--- config.mk ---
export PLATFORM = sky130hd
export DESIGN_NAME = fruit_template_sad_matcher
export DESIGN_NICKNAME = d
export VERILOG_FILES = /design/src/rtl/fruit_match_pkg.sv /design/src/rtl/fruit_sad_pipe.sv /design/src/rtl/fruit_template_sad_matcher.sv
export SDC_FILE = /design/constraint.sdc
export NUM_CORES = 1
export LEC_CHECK = 0
export CAP_MARGIN = 20
export CORE_ASPECT_RATIO = 1.25
export CORE_UTILIZATION = 35
export CTS_CLUSTER_DIAMETER = 80
export CTS_CLUSTER_SIZE = 16
export DETAILED_ROUTE_END_ITERATION = 7
export SETUP_SLACK_MARGIN = 0.2
export SYNTH_ARGS = -nofsm -noshare
export SYNTH_HDL_FRONTEND = slang
export SYNTH_HIERARCHICAL = 1
export SYNTH_SLANG_ARGS = --single-unit
--- constraint.sdc ---
create_clock -name clk -period 3.4 [get_ports clk]
set_input_delay 1.02 -clock clk [delete_from_list [all_inputs] [get_ports clk]]
set_output_delay 1.02 -clock clk [all_outputs]
set_load 0.01 [all_outputs]
--- src/rtl/fruit_match_pkg.sv ---
// Shared widths, pipeline depth and FSM state encodings for the fruit template SAD matcher.
package fruit_match_pkg;

  localparam int ADDR_WIDTH_DEF = 11;
  localparam int DATA_WIDTH_DEF = 8;
  localparam int ACC_WIDTH_DEF  = ADDR_WIDTH_DEF + DATA_WIDTH_DEF;

  // Address issue -> data sample -> absdiff register -> accumulator
  localparam int PIPE_LAT = 3;

  typedef logic [1:0] state_t;

  localparam state_t IDLE  = 2'd0;
  localparam state_t RUN   = 2'd1;
  localparam state_t DRAIN = 2'd2;
  localparam state_t DONE  = 2'd3;

endpackage

--- src/rtl/fruit_sad_pipe.sv ---
// Data-sample, absolute-difference and accumulate stages of the SAD sweep; the valid
// shift chain tracks which cycles carry ROM/feature data issued by the address counter.
module fruit_sad_pipe
  import fruit_match_pkg::*;
#(
  parameter int DATA_WIDTH = DATA_WIDTH_DEF,
  parameter int ACC_WIDTH  = ACC_WIDTH_DEF
) (
  input  logic                  clk,
  input  logic                  rst,
  input  logic                  clear_i,
  input  logic                  issue_vld_i,
  input  logic [DATA_WIDTH-1:0] rom_data_i,
  input  logic [DATA_WIDTH-1:0] feat_data_i,
  output logic                  drain_done_o,
  output logic [ACC_WIDTH-1:0]  acc_o,
  output logic [ACC_WIDTH-1:0]  acc_next_o
);

  // vld_q[0]: read data present this cycle; vld_q[last]: diff_q holds a sample to add
  logic [PIPE_LAT-2:0]   vld_q, vld_d;
  logic [DATA_WIDTH:0]   diff_full;
  logic [DATA_WIDTH-1:0] mag;
  logic [DATA_WIDTH-1:0] diff_q, diff_d;
  logic [ACC_WIDTH-1:0]  acc_q, acc_d;

  always_comb begin
    vld_d     = {vld_q[PIPE_LAT-3:0], issue_vld_i};
    diff_full = {1'b0, rom_data_i} - {1'b0, feat_data_i};
    mag       = diff_full[DATA_WIDTH] ? DATA_WIDTH'(-diff_full) : diff_full[DATA_WIDTH-1:0];
    diff_d    = vld_q[0] ? mag : diff_q;
    acc_d     = acc_q;
    if (vld_q[PIPE_LAT-2]) begin
      acc_d = acc_q + ACC_WIDTH'(diff_q);
    end
    if (clear_i) begin
      vld_d = '0;
      acc_d = '0;
    end
  end

  always_ff @(posedge clk) begin
    if (rst) begin
      vld_q  <= '0;
      diff_q <= '0;
      acc_q  <= '0;
    end else begin
      vld_q  <= vld_d;
      diff_q <= diff_d;
      acc_q  <= acc_d;
    end
  end

  // Only the final accumulate is still pending once the earlier stages are empty
  assign drain_done_o = ~|vld_q[PIPE_LAT-3:0];
  assign acc_o        = acc_q;
  assign acc_next_o   = acc_d;

endmodule

--- src/rtl/fruit_template_sad_matcher.sv ---
// Sweeps template ROM and feature buffer in lockstep, accumulates SAD, flags score <= threshold.
// Full sweep: done N+3 cycles after accepted start. Optional early abort: FRUIT_SAD_EARLY_ABORT_EN.
module fruit_template_sad_matcher
  import fruit_match_pkg::*;
#(
  parameter int ADDR_WIDTH  = ADDR_WIDTH_DEF,
  parameter int DATA_WIDTH  = DATA_WIDTH_DEF,
  parameter int NUM_ENTRIES = 2048,
  parameter int ACC_WIDTH   = ADDR_WIDTH + DATA_WIDTH
) (
  input  logic                  clk,
  input  logic                  rst,
  input  logic                  start,
  input  logic [ACC_WIDTH-1:0]  threshold,
  output logic                  busy,
  output logic [ADDR_WIDTH-1:0] rom_addr,
  input  logic [DATA_WIDTH-1:0] rom_data,
  output logic [ADDR_WIDTH-1:0] feat_addr,
  input  logic [DATA_WIDTH-1:0] feat_data,
  output logic                  done,
  output logic [ACC_WIDTH-1:0]  score,
  output logic                  match,
  output logic                  aborted
);

  localparam logic [ADDR_WIDTH-1:0] LAST_ADDR = ADDR_WIDTH'(NUM_ENTRIES - 1);

  state_t                state_q, state_d;
  logic [ADDR_WIDTH-1:0] addr_q, addr_d;
  logic [ACC_WIDTH-1:0]  thr_q, thr_d;
  logic [ACC_WIDTH-1:0]  score_q, score_d;
  logic                  match_q, match_d;

  logic                  accept;
  logic                  issue_vld;
  logic                  abort_hit;
  logic                  abort_flag;
  logic                  drain_done;
  logic                  drain_exit;
  logic [ACC_WIDTH-1:0]  acc;
  logic [ACC_WIDTH-1:0]  acc_next;

  assign accept     = (state_q == IDLE) && start;
  assign issue_vld  = (state_q == RUN) && !abort_hit;
  assign drain_exit = (state_q == DRAIN) && drain_done;

`ifdef FRUIT_SAD_EARLY_ABORT_EN
  logic abort_seen_q;
  logic aborted_q;

  // Once the partial sum exceeds the limit the run can no longer match
  assign abort_hit  = (state_q == RUN) && (acc > thr_q);
  assign abort_flag = abort_seen_q;

  always_ff @(posedge clk) begin
    if (rst) begin
      abort_seen_q <= 1'b0;
      aborted_q    <= 1'b0;
    end else begin
      if (accept) begin
        abort_seen_q <= 1'b0;
      end else if (abort_hit) begin
        abort_seen_q <= 1'b1;
      end
      if (drain_exit) begin
        aborted_q <= abort_seen_q;
      end
    end
  end

  assign aborted = aborted_q;
`else
  assign abort_hit  = 1'b0;
  assign abort_flag = 1'b0;
  assign aborted    = 1'b0;
`endif

  always_comb begin
    state_d = state_q;
    addr_d  = addr_q;
    thr_d   = thr_q;
    score_d = score_q;
    match_d = match_q;
    case (state_q)
      IDLE: begin
        addr_d = '0;
        if (start) begin
          state_d = RUN;
          thr_d   = threshold;
        end
      end
      RUN: begin
        if (abort_hit || (addr_q == LAST_ADDR)) begin
          state_d = DRAIN;
        end else begin
          addr_d = addr_q + 1'b1;
        end
      end
      DRAIN: begin
        if (drain_done) begin
          state_d = DONE;
          score_d = acc_next;
          match_d = (acc_next <= thr_q) && !abort_flag;
        end
      end
      DONE: begin
        state_d = IDLE;
        addr_d  = '0;
      end
      default: begin
        state_d = IDLE;
        addr_d  = '0;
      end
    endcase
  end

  always_ff @(posedge clk) begin
    if (rst) begin
      state_q <= IDLE;
      addr_q  <= '0;
      thr_q   <= '0;
      score_q <= '0;
      match_q <= 1'b0;
    end else begin
      state_q <= state_d;
      addr_q  <= addr_d;
      thr_q   <= thr_d;
      score_q <= score_d;
      match_q <= match_d;
    end
  end

  fruit_sad_pipe #(
    .DATA_WIDTH (DATA_WIDTH),
    .ACC_WIDTH  (ACC_WIDTH)
  ) u_pipe (
    .clk          (clk),
    .rst          (rst),
    .clear_i      (accept),
    .issue_vld_i  (issue_vld),
    .rom_data_i   (rom_data),
    .feat_data_i  (feat_data),
    .drain_done_o (drain_done),
    .acc_o        (acc),
    .acc_next_o   (acc_next)
  );

  assign busy      = (state_q != IDLE);
  assign done      = (state_q == DONE);
  assign rom_addr  = addr_q;
  assign feat_addr = addr_q;
  assign score     = score_q;
  assign match     = match_q;

endmodule
* Yosys cells after proc, flatten, opt, wreduce, memory -nomap -nowiden
Index checks and enable logic that the tools add are counted.
** Word-level totals
- Word-level logic and storage cells :: 41
- Register bits :: 81
- Output and inout bits :: 45
- Input bits :: 38
** Operators by class
- Bitwise operators :: 1
- Mux-type cells :: 9
- Reductions and logical operators :: 10
- Add/sub/neg operators :: 4
- $lt $le $gt $ge :: 1
- Equal/unequal tests :: 8
** Operators with widths (count)
- $mux W19 :: 2
- $pmux W11 S2 :: 1
- $add A19 B8 Y19 :: 1
- $le A19 B19 Y1 :: 1
- $add A11 B1 Y11 const B :: 1
- $eq A11 B11 Y1 const B :: 1
- $mux W11 :: 1
- $sub A8 B8 Y9 :: 1
- $mux W8 :: 1
- $ne A2 B2 Y1 const B :: 4
- $neg A8 Y8 :: 1
- $pmux W2 S4 :: 1
- $mux W2 :: 3
- $reduce_and A2 Y1 :: 3
- $eq A2 B2 Y1 const B :: 2
- $reduce_bool A2 Y1 :: 2
- $reduce_or A2 Y1 :: 2
- $reduce_and A3 Y1 :: 1
- $eq A2 B1 Y1 const B :: 1
- $logic_not A2 Y1 :: 1
- $logic_and A1 B1 Y1 :: 1
- $not A1 Y1 :: 1

* Longest topological paths before layout
- Depth in word-level cells :: 4
- Depth in mapped cells :: 16
- Depth with buffers taken out :: 16

* Hierarchy
Netlist, hierarchy kept.
** By module, submodules not included
- fruit_template_sad_matcher :: cells each 334, seq. area each 1041.0 µm², instances 1, area each 2623.8 µm²
- fruit_sad_pipe :: cells each 253, seq. area each 580.6 µm², instances 1, area each 2049.5 µm²

* Worst setup path after synthesis
Ideal clock, no wire load.
- Path kind :: input to register
- Start point :: input port start
- End point :: register match_q (netlist: match)
- Path slack :: 46 ps
- Path buffers :: 2
- Data required time :: 3314 ps
- Cell stages on the path :: 12
- Setup time :: 86 ps
- Arrival time :: 3268 ps
- Cells stage by stage :: nand2_1 > inv_1 > clkbuf_1 > clkbuf_1 > nor3_1 > a221o_1 > ha_1 > a21oi_1 > o21ai_0 > a2111oi_0 > o31ai_1 > a211oi_1
** Between the ends
- Longest elaborated chain between the ends :: 3
** RTL lines
- from (decl) :: RTL line fruit_template_sad_matcher.sv:13 : input logic start,
- $logic_and A1 B1 Y1 :: RTL line fruit_template_sad_matcher.sv:43 : assign accept = (state_q == IDLE) && start;
- named net accept :: RTL line fruit_template_sad_matcher.sv:34 : logic accept;
- $mux W19 :: RTL line fruit_sad_pipe.sv:36 : if (clear_i) begin
- named net acc_next[6] :: RTL line fruit_template_sad_matcher.sv:41 : logic [ACC_WIDTH-1:0] acc_next;
- $le A19 B19 Y1 :: RTL line fruit_template_sad_matcher.sv:103 : match_d = (acc_next <= thr_q) && !abort_flag;
- to (signal assigned) :: RTL line fruit_template_sad_matcher.sv:129 : match_q <= match_d;
- to (decl) :: RTL line fruit_template_sad_matcher.sv:32 : logic match_q, match_d;
The timed path passes the listed nets, and every way through them passes these cells.
A chain may end at the register's enable or synchronous reset.

* Worst setup path in the final report
- Start point :: register u_pipe.diff_q[0]
- End point :: register match_q (netlist: match)
** Between the ends
- Longest elaborated chain between the ends :: 4
** RTL lines
- from (decl) :: RTL line fruit_sad_pipe.sv:24 : logic [DATA_WIDTH-1:0] diff_q, diff_d;
- from (signal assigned) :: RTL line fruit_sad_pipe.sv:49 : diff_q <= diff_d;
- $add A19 B8 Y19 :: RTL line fruit_sad_pipe.sv:34 : acc_d = acc_q + ACC_WIDTH'(diff_q);
- $mux W19 :: RTL line fruit_sad_pipe.sv:33 : if (vld_q[PIPE_LAT-2]) begin
- $mux W19 :: RTL line fruit_sad_pipe.sv:36
- named net acc_next[16] :: RTL line fruit_template_sad_matcher.sv:41
- $le A19 B19 Y1 :: RTL line fruit_template_sad_matcher.sv:103
The timed path passes the listed nets, and every way through them passes these cells.

==> results by group <==
Worst hold path
  – Worst Hold Class: register to register
  – HP Start: score[0]
  – Hold Path Depth: 2
  – WHS Endpoint: score[0]

STA
  – Setup violators final: 1
  – RSZ-0062 raised after global routing: true
  – Setup TNS: -0.0639 ns
  – Final worst slack: -0.0639 ns
  – Final Hold Vio Count: 0
  – Slew Limit Fails: 0
  – Headroom to the max-slew limit: 45.1%
  – Minimum clock period: 3.46 ns
  – Slew @ Worst Pin: 0.822 ns
  – Period Utilization, post-route: 102%
  – Clk_skew: 0.00713 ns
  – Max Freq: 289 MHz

Drt
  – DR iter-0 viols: 178
  – Routed WL: 11.7 mm
  – Drt pass-1 iters: 4
  – # DRC: 0
  – Routed vias/inst: 4.92
  – Vias post-DR: 4258
  – Post-DRT Antenna Nets: 0
  – Avg WL per Cell: 13.5 microns

Synth
  – Compound-Gate Fraction of Synth Area: 16.5%
  – Post-synthesis mux area share: 1.53%
  – Xor and xnor area share after synthesis: 5.38%
  – FF+latch count, synth: 81
  – Top_reg_cell synth: dfxtp_1
  – Synth top area share: 34.7%
  – Largest cells by area after synthesis: dfxtp_1 (35%), ha_1 (11%), nand2_1 (7.6%)
  – Ys Warns: 6
  – Synth Area in Adders: 12.1%
  – Synth Cell Area: 4670 sq um
  – Synth cell types: 59
  – Post-synth EDFFs: 0
  – Simple-gate area share of the yosys netlist: 22.2%
  – Dominant cell type by area after synthesis: dfxtp_1
  – Largest family of logic cells by synthesized area: simple AND/OR/NAND/NOR gates
  – Async SR Flop Fraction: 0%
  – Synth Instances: 587
  – Sequential fraction of the synthesis area: 34.7%
  – Syn_area_per_cell: 7.96 sq um
  – Synthesized net count: 669

Finish
  – Area of the multi-input gates: 2940 sq um
  – Area grow syn2layout: 37.4%
  – Total Nets Final: 774
  – Filler cells: 1231
  – Layout Cells excl Fill: 865
  – Storage element area: 1620 sq um
  – Layout cells sized above 1: 16.2%
  – Diode count: 0

Floorplan
  – Core area: 12800 sq um
  – Starting Density: 36.4%
  – I/O Pins: 83
  – Die area: 13800 sq um
  – Num rows: 46
  – DIE HEIGHT: 131 microns
  – Die X: 105 microns

Placement
  – DP Cell Count: 836
  – Hpwl dp: 8.63 mm
  – Routability cong.: 0.835
  – PortBufs: 81

Power and ir drop
  – Power per cell area: 503 nW/um^2
  – VDD IR-drop max: 393 uV
  – Leak: 2.45 nW

Worst setup path
  – Launching point of the worst reg2reg path: u_pipe/diff_q[0]
  – Worst EP required: 3.65 ns
  – Top Family by Delay on Critical Path: compound AO/OA/AOI/OAI gates
  – Worst reg2reg endpoint: match
  – Crit. End Element: register
  – Worst reg2reg setup slack: -0.06 ns
  – R2R cell count: 16
  – Crit Path Max Fanout: 4
  – Crit Path Category: register to register
  – Slowest CP cell: dfxtp_2
  – Startpoint type of the worst setup path: register
  – Crit path arrival time: 3.72 ns
  – CP bufs+invs: 2
  – Max incr delay on CP: 0.36 ns
  – Cell-by-cell trace of the critical path: ha_4, inv_2, fa_2, and2b_2, o21ai_2, a21boi_2, o21ai_2, a21o_1, buf_6, or3_4, a21oi_4, ha_4, and4_1, a221oi_2, o31ai_2, a211oi_2

Global routing
  – Largest net degree at the start of global routing: 35
  – Vias in the first global route: 4077
  – Grt ovf: 0
  – First-pass GRT wire length: 19.2 mm
  – Initial antenna violation count: 0
  – Total GRT Usage: 17.2%

Clock tree
  – Reg clk slew, reported paths: 0.06 ns
  – CTS root buf: clkbuf_16
  – Cts bufs inserted: 9
  – Clock buffer depth: 2
  – Worst skew pair latency: 0.34 ns
  – Post-CTS Hold Buffers: 0
  – Clock Sinks: 81
  – H-Tree Depth: 3
  – CTS tree: done

Run status
  – Failing checks: setup timing
  – Status: complete, but fails checks

Run
  – Number of max-cap violations: 0
[report_power, final]
group / leakage, nW / internal [mW] / switching (mW) / total, mW
logic: 1.64 / 0.446 / 0.670 / 1.12
registers: 0.657 / 1.04 / 0.0688 / 1.11
clock network: 0.151 / 0.627 / 0.380 / 1.01
total: 2.45 / 2.11 / 1.12 / 3.23
[cells in the final DEF, fill, tap and decap left out, types with 6 or more instances in the layout]
master           Yosys  final
nand3_1              6      6
o21ai_1              3      6
clkbuf_16            0      9
a21oi_1             66     60
clkdlybuf4s50_1      0     80
buf_4               12     43
inv_1               46     45
a211oi_1            10      6
nor3_1              16     16
o21ai_0             15     10
xnor2_1             18     16
nor2_1              59     58
dfxtp_1             81     79
nor2b_1              9      9
xor2_1               7      7
nand2_1             95     95
nand4_1              8      8
ha_1                42     37
mux2i_1              6      6
[sequential cells by signal, indices dropped and copies added, names as in the netlist]
signal / count
thr_q: 19
match: 1
state_q: 2
feat_addr: 11
u_pipe/diff_q: 8
u_pipe/vld_q: 2
u_pipe/acc_o: 19
score: 19
[worst register-to-register path: cells and delay by family (launching register included)]
kind                       cells  cell delay [ns]
AOI/OAI and AO/OA              8             1.39
adders and majority gates      3             0.69
buffers and inverters          2             0.17
DFF                            1             0.36
and+or+nand+nor                3             0.76
[per-stage QoR]
step / setup WS, ns / area, sq um / hold WS, ns / power [mW] / utilization [%]
finish: -0.0639 / 6420 / 0.456 / 3.23 / 50.0
global route: -0.171 / 6420 / 0.476 / 3.42 / 50.0
CTS: -0.102 / 6220 / 0.458 / 3.19 / 48.5
detailed placement: -0.306 / 5790 / 0.450 / 2.13 / 45.1
global placement: -0.203 / 5790 / 0.444 / 2.10 / 45.1
floorplan: 0.205 / 4700 / 0.436 / 1.82 / -
[final cells by class]
cell class / instances / area share (%)
repair buffers: 126 / 17.9
clock inverters: 4 / 0.779
well taps: 168 / 3.27
inverters: 47 / 2.75
clock buffers: 12 / 4.15
multi-input cells: 427 / 45.8
flip-flops and latches: 81 / 25.3
[per-layer routing]
metal	GRT usage (%)	vias up	share of wire (%)	routed length, microns
met1	19.9	1984	44	5100
li1	-	2186	-	-
met4	4.69	0	0.99	116
met3	3.57	8	3.7	429
met5	0	-	0	0
met2	31.5	80	52	6040
[Yosys cell counts (3+ instances only)]
library cell  number
nor2_1            59
a21o_1             3
and4_1             3
nand4_1            8
xor2_1             7
and2_1             3
clkbuf_1          19
inv_1             46
mux2i_1            6
nor3_1            16
nand2_1           95
or3_1              6
o21ai_0           15
nor4_1             3
xnor2_1           18
nor2b_1            9
a211oi_1          10
buf_4             12
o21ai_1            3
nand3_1            6
and3_1             4
dfxtp_1           81
a211oi_2           3
nand2b_1           3
ha_1              42
a21oi_1           66
o21a_1             3
[worst max-delay path by stage]
stage                       end  depth (start not counted)  slack, ns             start
after floorplan           match                         16       0.20   u_pipe/acc_o[0]
after global placement    match                         16      -0.20   u_pipe/acc_o[0]
after detailed placement  match                         15      -0.31   u_pipe/acc_o[0]
after CTS                 match                         16      -0.10   u_pipe/acc_o[0]
after global routing      match                         16      -0.17  u_pipe/diff_q[0]
final                     match                         16      -0.06  u_pipe/diff_q[0]
[logic make-up after synthesis]
group / count (synthesis)
AOI/OAI and AO/OA: 122
xor gates and xnor gates: 27
adders and majority gates: 44
buffers and inverters: 80
DFF: 81
muxes: 7
other: 1
and+or+nand+nor: 225
[repair_timing]
item	4_1_cts	5_1_grt
setup endpoints to repair	1	4
pin swaps	12	26
setup buffers	3	9
cloned	1	0
hold endpoints to repair	0	0
resized for setup	19	23
(Power assumes the default switching activity.)
